$ cat src/rtl/cbadc_digital_modulator_pkg.sv
// Shared constants, fixed-point types and the saturating-add helper
// for the chain-of-integrators modulator.
package Cbadc_Mod_pkg;

  localparam int N          = 4;
  localparam int N_INT      = 4;
  localparam int N_MANT     = 12;
  localparam int BETA_SHIFT = 3;
  localparam int W          = 1 + N_INT + N_MANT;
  localparam int K          = 2 ** (N_MANT - BETA_SHIFT);
  localparam int STATE_MAX  = 2 ** (W - 1) - 1;
  localparam int STATE_MIN  = -(2 ** (W - 1));

  typedef logic signed [W-1:0] state_t;
  // Two guard bits: |x| + |d >>> BETA_SHIFT| + K cannot overflow W+2 bits.
  typedef logic signed [W+1:0] wide_t;

  typedef struct packed {
    logic   clamp;
    state_t val;
  } sat_t;

  typedef enum logic {
    EMPTY = 1'b0,
    FULL  = 1'b1
  } mod_state_t;

  function automatic sat_t sat_add(wide_t sum);
    sat_t r;
    if (sum > wide_t'(STATE_MAX)) begin
      r.clamp = 1'b1;
      r.val   = state_t'(STATE_MAX);
    end else if (sum < wide_t'(STATE_MIN)) begin
      r.clamp = 1'b1;
      r.val   = state_t'(STATE_MIN);
    end else begin
      r.clamp = 1'b0;
      r.val   = sum[W-1:0];
    end
    return r;
  endfunction

endpackage

$ cat src/rtl/cbadc_digital_modulator_int_stage.sv
// One integrator stage: owns its state register and its control bit,
// and reports whether the pending update would clamp.
module cbadc_int_stage
  import Cbadc_Mod_pkg::*;
(
  input  logic         clk,
  input  logic         rst,
  input  logic [W-1:0] d,
  input  logic         step,
  output logic [W-1:0] x,
  output logic         s,
  output logic         clamp
);

  state_t xReg;
  logic   sReg;
  wide_t  sum;
  sat_t   satRes;

  // Control bit 1 means the integrator was non-negative, so feedback pulls down.
  always_comb begin
    sum    = wide_t'(xReg)
           + wide_t'(state_t'(d) >>> BETA_SHIFT)
           + (sReg ? -wide_t'(K) : wide_t'(K));
    satRes = sat_add(sum);
  end

  always_ff @(posedge clk or negedge rst) begin
    if (!rst) begin
      xReg <= '0;
      sReg <= 1'b0;
    end else if (step) begin
      xReg <= satRes.val;
      sReg <= ~satRes.val[W-1];
    end
  end

  assign x     = xReg;
  assign s     = sReg;
  assign clamp = satRes.clamp;

endmodule

$ cat src/rtl/cbadc_digital_modulator.sv
// Bit-true digital control-bounded ADC front end: N chained integrators
// behind a one-deep valid/ready output register with a sticky overflow flag.
module cbadc_digital_modulator
  import Cbadc_Mod_pkg::*;
(
  input  logic         clk,
  input  logic         rst,
  input  logic [W-1:0] in_u,
  input  logic         in_valid,
  output logic         in_ready,
  output logic [N-1:0] out_sample,
  output logic         out_valid,
  input  logic         out_ready,
  output logic         ovf,
  input  logic         clr_ovf
);

  // Handshake: a word transfers on any edge where valid && ready; in_ready
  // is !out_valid || out_ready, so a consumed word is replaced with no bubble.
  mod_state_t   state;
  mod_state_t   stateNext;
  logic         step;
  logic [W-1:0] chain [N];
  logic [W-1:0] lastXUnused;
  logic [N-1:0] clampVec;
  logic         ovfReg;

  assign out_valid = (state == FULL);
  assign in_ready  = !out_valid || out_ready;
  assign step      = in_valid && in_ready;

  assign chain[0] = in_u;

  // Every stage reads its predecessor's registered state, so all stages
  // advance from old values within one edge.
  for (genvar i = 0; i < N; i++) begin : gStage
    if (i < N - 1) begin : gMid
      cbadc_int_stage uStage (
        .clk   (clk),
        .rst   (rst),
        .d     (chain[i]),
        .step  (step),
        .x     (chain[i+1]),
        .s     (out_sample[i]),
        .clamp (clampVec[i])
      );
    end else begin : gLast
      cbadc_int_stage uStage (
        .clk   (clk),
        .rst   (rst),
        .d     (chain[i]),
        .step  (step),
        .x     (lastXUnused),
        .s     (out_sample[i]),
        .clamp (clampVec[i])
      );
    end
  end

  always_comb begin
    stateNext = state;
    if (step) begin
      stateNext = FULL;
    end else if (out_ready) begin
      stateNext = EMPTY;
    end
  end

  always_ff @(posedge clk or negedge rst) begin
    if (!rst) begin
      state <= EMPTY;
    end else begin
      state <= stateNext;
    end
  end

  // A clamp on this step takes priority over a simultaneous clear.
  always_ff @(posedge clk or negedge rst) begin
    if (!rst) begin
      ovfReg <= 1'b0;
    end else if (step && (|clampVec)) begin
      ovfReg <= 1'b1;
    end else if (clr_ovf) begin
      ovfReg <= 1'b0;
    end
  end

  assign ovf = ovfReg;

endmodule

$ cat config.mk
export PLATFORM = sky130hd
export DESIGN_NAME = cbadc_digital_modulator
export DESIGN_NICKNAME = d
export VERILOG_FILES = /design/src/rtl/cbadc_digital_modulator_pkg.sv /design/src/rtl/cbadc_digital_modulator_int_stage.sv /design/src/rtl/cbadc_digital_modulator.sv
export SDC_FILE = /design/constraint.sdc
export NUM_CORES = 1
export LEC_CHECK = 0
export CORE_MARGIN = 2
export CORE_UTILIZATION = 25
export CTS_CLUSTER_DIAMETER = 40
export DETAILED_ROUTE_END_ITERATION = 7
export DONT_BUFFER_PORTS = 1
export GPL_TIMING_DRIVEN = 0
export SLEW_MARGIN = 20
export SYNTH_ARGS = -nofsm -noshare
export SYNTH_HDL_FRONTEND = slang
export SYNTH_SLANG_ARGS = --single-unit
$ cat constraint.sdc
create_clock -name clk -period 4.4 [get_ports clk]
set_input_delay 0.44 -clock clk [delete_from_list [all_inputs] [get_ports clk]]
set_output_delay 0.44 -clock clk [all_outputs]
set_load 0.02 [all_outputs]
; Yosys cells after proc, flatten, opt, wreduce, memory -nomap -nowiden
; Index checks and enable logic that the tools add are counted.
; Widths: inputs -> output; s select.
[word_totals]
ff_bits = 74
in_bits = 22
elab_cells = 53
[classes]
addsub = 8
n_lt_le_gt_ge = 8
mux = 16
bitwise_logic = 4
reduce_logical = 7
[op_table]
columns = op, n
row1 = $mux 18, 8
row2 = $add 19x19->19, 4
row3 = $gt 19x17->1 const B, 4
row4 = $lt 19x17->1 const B, 4
row5 = $mux 19, 4
row6 = $add 17x14->18, 4
row7 = $mux 1, 4
row8 = $not 1->1, 4
row9 = $reduce_bool 2->1, 2
row10 = $reduce_or 4->1, 1
row11 = $logic_and 1x1->1, 2
row12 = $logic_not 1->1, 1
row13 = $logic_or 1x1->1, 1

; Longest topological paths before layout
[logic_depth]
ltp_word = 8
depth_mapped = 25
mapped_depth_nobuf = 24

; Modules after synthesis
; A second synthesis with hierarchy kept.
[unflattened]
cells_unflattened = 862
area_unflattened_um2 = 8175.3
[by_module_without_submodules]
columns = mod, n_inst, cells_per_inst, area_per_inst_um2
row1 = cbadc_int_stage (gStage[3].gLast.uStage), 1, 228, 2055.7
row2 = cbadc_int_stage (gStage[1].gMid.uStage), 1, 213, 2038.2
row3 = cbadc_int_stage (gStage[0].gMid.uStage), 1, 199, 2031.9
row4 = cbadc_int_stage (gStage[2].gMid.uStage), 1, 214, 1959.4
row5 = cbadc_digital_modulator, 1, 8, 90.1

; Worst setup path before layout
; Ideal clock, no wire load.
[synth_path]
kind = flip-flop to flip-flop
start = reg gStage[2].gMid.uStage.xReg[4]
end = reg ovfReg, in the netlist ovf
setup_time_ns = 0.121
t_arrival_ns = 4.528
required_ns = 4.279
setup_slack_ns = -0.249
stages_incl_launch_ff = 24
path_buffers = 1
synth_period_minus_slack_ns = 4.649
cell_sequence = dfrtp_1 -> ha_1 -> a21o_1 -> and4_1 -> o21ai_1 -> o21ai_0 -> a21oi_1 -> nor2b_1 -> o21a_1 -> o21a_1 -> o21ai_0 -> a21oi_1 -> xor2_1 -> ha_1 -> clkbuf_1 -> or2_2 -> a31oi_1 -> nor2_1 -> a31oi_1 -> mux2i_1 -> nand3_1 -> a221oi_1 -> nand4_1 -> a22o_1
[synth_via]
elab_chain_cells = 8
elab_cells_between_ends = 16
classes_between = add/sub (4) / order compare (4) / mux (5) / reduce/logical (3)
[synth_lines]
columns = item, line
row1 = from (decl), cbadc_digital_modulator_int_stage.sv:15  ; state_t xReg;
row2 = from (signal assigned), cbadc_digital_modulator_int_stage.sv:33  ; xReg <= satRes.val;
row3 = $add 17x14->18, cbadc_digital_modulator_int_stage.sv:23  ; + wide_t'(state_t'(d) >>> BETA_SHIFT)
row4 = $add 19x19->19, cbadc_digital_modulator_int_stage.sv:24  ; + (sReg ? -wide_t'(K) : wide_t'(K));
row5 = $lt 19x17->1, cbadc_digital_modulator_pkg.sv:33  ; end else if (sum < wide_t'(STATE_MIN)) begin
row6 = $mux 18, cbadc_digital_modulator_pkg.sv:33
row7 = $mux 18, cbadc_digital_modulator_pkg.sv:30  ; if (sum > wide_t'(STATE_MAX)) begin
row8 = $reduce_or 4->1 *, cbadc_digital_modulator.sv:81  ; end else if (step && (|clampVec)) begin
row9 = $logic_and 1x1->1 *, cbadc_digital_modulator.sv:81
row10 = $mux 1 / $reduce_bool 2->1 (equally long branches), -
row11 = to (signal assigned), cbadc_digital_modulator.sv:80  ; ovfReg <= 1'b0;
row12 = to (signal assigned), cbadc_digital_modulator.sv:82  ; ovfReg <= 1'b1;
row13 = to (signal assigned), cbadc_digital_modulator.sv:84  ; ovfReg <= 1'b0;
row14 = to (decl), cbadc_digital_modulator.sv:26  ; logic ovfReg;
; Mark *: on every way between the ends. The rest lies on a longest branch, timed or not.
; A chain may end at the register's enable or synchronous reset.

; Worst setup path in the final report
[layout_path]
start = reg gStage[2].gMid.uStage.xReg[3]
end = reg ovfReg, in the netlist ovf
; Same word-level chain as after synthesis.

==> impl_results.md <==
- Status: finished, violations left
- Failing checks: setup timing
- Sequential fraction of the synthesis area: 23.1%
- CTS max path bufs: 2
- Area leader, netlist: dfrtp_1
- Via count: 7440
- Yosys top cell area share: 23.1%
- Final TNS setup: -16.40 ns
- Fin. Hold Viols: 0
- Routed WL per cell: 16.2 µm
- Dominant synthesized flop cell: dfrtp_1
- Core Area: 0.0316 mm²
- Vias per cell: 5.07
- Port buffer count: 0
- Final Cycle Share: 110%
- Crit Path Max Fanout: 4
- Top-count cell post-synth: ha_1
- Initial DRC count: 318
- Hold Crit Class: input pin to register
- Synthesized flop and latch total: 74
- Worst EP arrival: 5.09 ns
- Remaining DRCs: 0
- Initial antenna violation count: 0
- Max-cap violations: 0
- Gpl congestion: 0.860
- Num CTS Buffers: 9
- Initial core utilization: 25.4%
- # H-tree levels: 3
- Nets@finish: 1202
- Root buf cell: clkbuf_16
- Final Setup Violations: 67
- Synth-to-layout area growth: 36.2%
- Setup Crit Path Kind: register to register
- Startpoint types: register
- Vias in the first global route: 7535
- Cells after Synth: 943
- Row count: 65
- Post-route setup slack: -0.445 ns
- Peak Freq: 0.206 GHz
- Die Area: 0.0335 mm²
- WL final: 23800 µm
- Clock sinks: 74
- Crit path required time: 4.65 ns
- Synth warn: 0
- Detailed-router iteration count before antenna repair: 5
- EDFF count, synth: 0
- Setup crit end kind: register
- DP HPWL: 16600 µm
- Fin crit period: 4.85 ns
- Global-route wire length before repair: 37900 µm
- Synth top area cells: dfrtp_1 (23%), ha_1 (17%), xnor2_1 (4.9%), a21oi_1 (4.8%), nand2_1 (3.7%)
- Die Y: 183 µm
- Share of cells above drive strength 1: 33.2%
- Clk_lat worst skew: 0.35 ns
- Die X-Extent: 183 µm
- Synth top cells by count: ha_1 (112), nand2_1 (80), a21oi_1 (77)
- Pins Over Slew Limit: 0
- Fill cells: 3168
- Clock transition at the registers of the reported paths: 0.06 ns
- Unrepaired setup endpoints after global routing: yes
- Antenna cells: 0
- Asr flop ratio synth: 100%
- Final ANT Viol Nets: 0
- Syn_nets: 1085
- Post-Syn Area: 0.00802 mm²
- GRT Total Usage: 14.1%
- Max-slew headroom at the worst pin: 32.7%
- Avg Cell Area, Syn: 8.50 µm²
- Clock skew: 0.00768 ns
- CTS tree: built
- # IOs: 29
- Largest net degree at the start of global routing: 75
- Worst-Margin Slew: 1.01 ns
- Grt total ovfl: 0
- Cell variety after synth: 78
-- cell usage in the layout (no fill, tap or decap), types with 7 or more instances in the layout --
cell       count
nor2_2         9
fa_2           7
o211ai_1      22
o21ai_0       18
ha_2           9
o21ai_2       13
nand4_1        7
a21oi_4        8
a21o_1        33
ha_1          86
xor2_1        26
nand3_1       13
xnor2_2        7
inv_1         38
nor2_1        60
xnor2_1       38
a21oi_1       30
nand2_1       72
buf_6         26
ha_4          17
clkbuf_1      14
a21oi_2       43
dfrtp_1       70
buf_4         86
o21ai_1       37
clkbuf_16      9
nand2_2        8
nor2b_1       13
a31oi_1        9
o21a_1        35
nor3_1        13
nand2b_1      19
-- critical path: stages, from the launching register on --
cell,delay (ns)
dfrtp_1,0.38
ha_2,0.20
inv_2,0.04
fa_2,0.35
inv_2,0.06
a21o_1,0.17
a211oi_4,0.08
a221o_1,0.32
a21boi_2,0.18
o21a_1,0.17
o21ai_1,0.07
nand2b_1,0.14
a21o_1,0.14
a21oi_2,0.05
xnor2_1,0.13
ha_1,0.38
buf_4,0.18
and4_4,0.16
nand4_1,0.12
mux2i_2,0.10
or3_4,0.39
a21oi_4,0.17
o311ai_4,0.16
a221oi_2,0.27
nand4_1,0.14
a22o_1,0.19
-- per-layer routing --
| layer | share of wire, % | up-vias | track usage (%) |
|---|---|---|---|
| li1 | - | 3664 | - |
| met1 | 43 | 3601 | 16.8 |
| met2 | 51 | 128 | 25.5 |
| met3 | 3.1 | 47 | 2.26 |
| met4 | 2.9 | 0 | 5.12 |
| met5 | 0 | - | 0 |
-- per-stage QoR --
stage / cells / setup WS (ns) / instance area (µm²) / hold WS [ns] / utilization [%]
after floorplan: 943 / -0.00524 / 8120 / 0.144 / -
after global placement: 1345 / -1.17 / 8620 / 0.151 / 27.3
after detailed placement: 1345 / -1.23 / 8620 / 0.151 / 27.3
after CTS: 1439 / -0.423 / 10300 / 0.200 / 32.5
after global routing: 1467 / -0.667 / 10900 / 0.205 / 34.6
final: 1467 / -0.445 / 10900 / 0.205 / 34.6
-- logic make-up after synthesis --
family          after synthesis  synth area share (%)
fa+ha+maj                   120                  19.5
simple gates                273                  17.0
mux                           7                 0.967
xor+xnor                     78                  8.61
buf+inv                      73                  3.95
compound gates              318                  26.9
flops                        74                  23.1
-- worst paths after layout --
path	startpoint	endpoint	slack, ns	depth (start not counted)
max	gStage[2].gMid.uStage.x[3]	ovf	-0.45	25
min	in_valid	out_valid	0.20	1
max reg2reg	gStage[2].gMid.uStage.x[3]	ovf	-0.45	25
min reg2reg	gStage[3].gLast.uStage.x[5]	gStage[3].gLast.uStage.x[5]	0.49	2
max in group asynchronous	rst	gStage[0].gMid.uStage.x[4]	3.40	2
min in group asynchronous	rst	gStage[3].gLast.uStage.x[8]	0.64	2
-- state kept, by name (all words and copies together), names as in the netlist --
| name | cells |
|---|---|
| gStage.gLast.uStage.s | 1 |
| gStage.gLast.uStage.x | 17 |
| gStage.gMid.uStage.s | 3 |
| gStage.gMid.uStage.x | 51 |
| out_valid | 1 |
| ovf | 1 |
-- final cells by class --
| cell class | count | area, µm² | area share, % |
|---|---|---|---|
| buffer | 30 | 220 | 2.02 |
| clock buffer | 12 | 267 | 2.44 |
| clock inverter | 4 | 48.8 | 0.447 |
| tap | 402 | 503 | 4.61 |
| timing repair buffer | 105 | 915 | 8.37 |
| inverter | 43 | 161 | 1.48 |
| sequential | 74 | 1860 | 17.0 |
| multi-input combinational | 797 | 6950 | 63.6 |
-- what timing repair did --
| action | CTS | global route |
|---|---|---|
| gates cloned | 5 | 2 |
| hold buffers | 2 | 0 |
| resized for setup | 168 | 104 |
| setup endpoints to repair | 71 | 73 |
| pin swaps | 111 | 77 |
| buffers inserted | 72 | 27 |
| endpoints found under the hold margin | 74 | 0 |
Power is not shown: default switching activity piles up to over one toggle a cycle in this logic, so the estimate is an artifact.
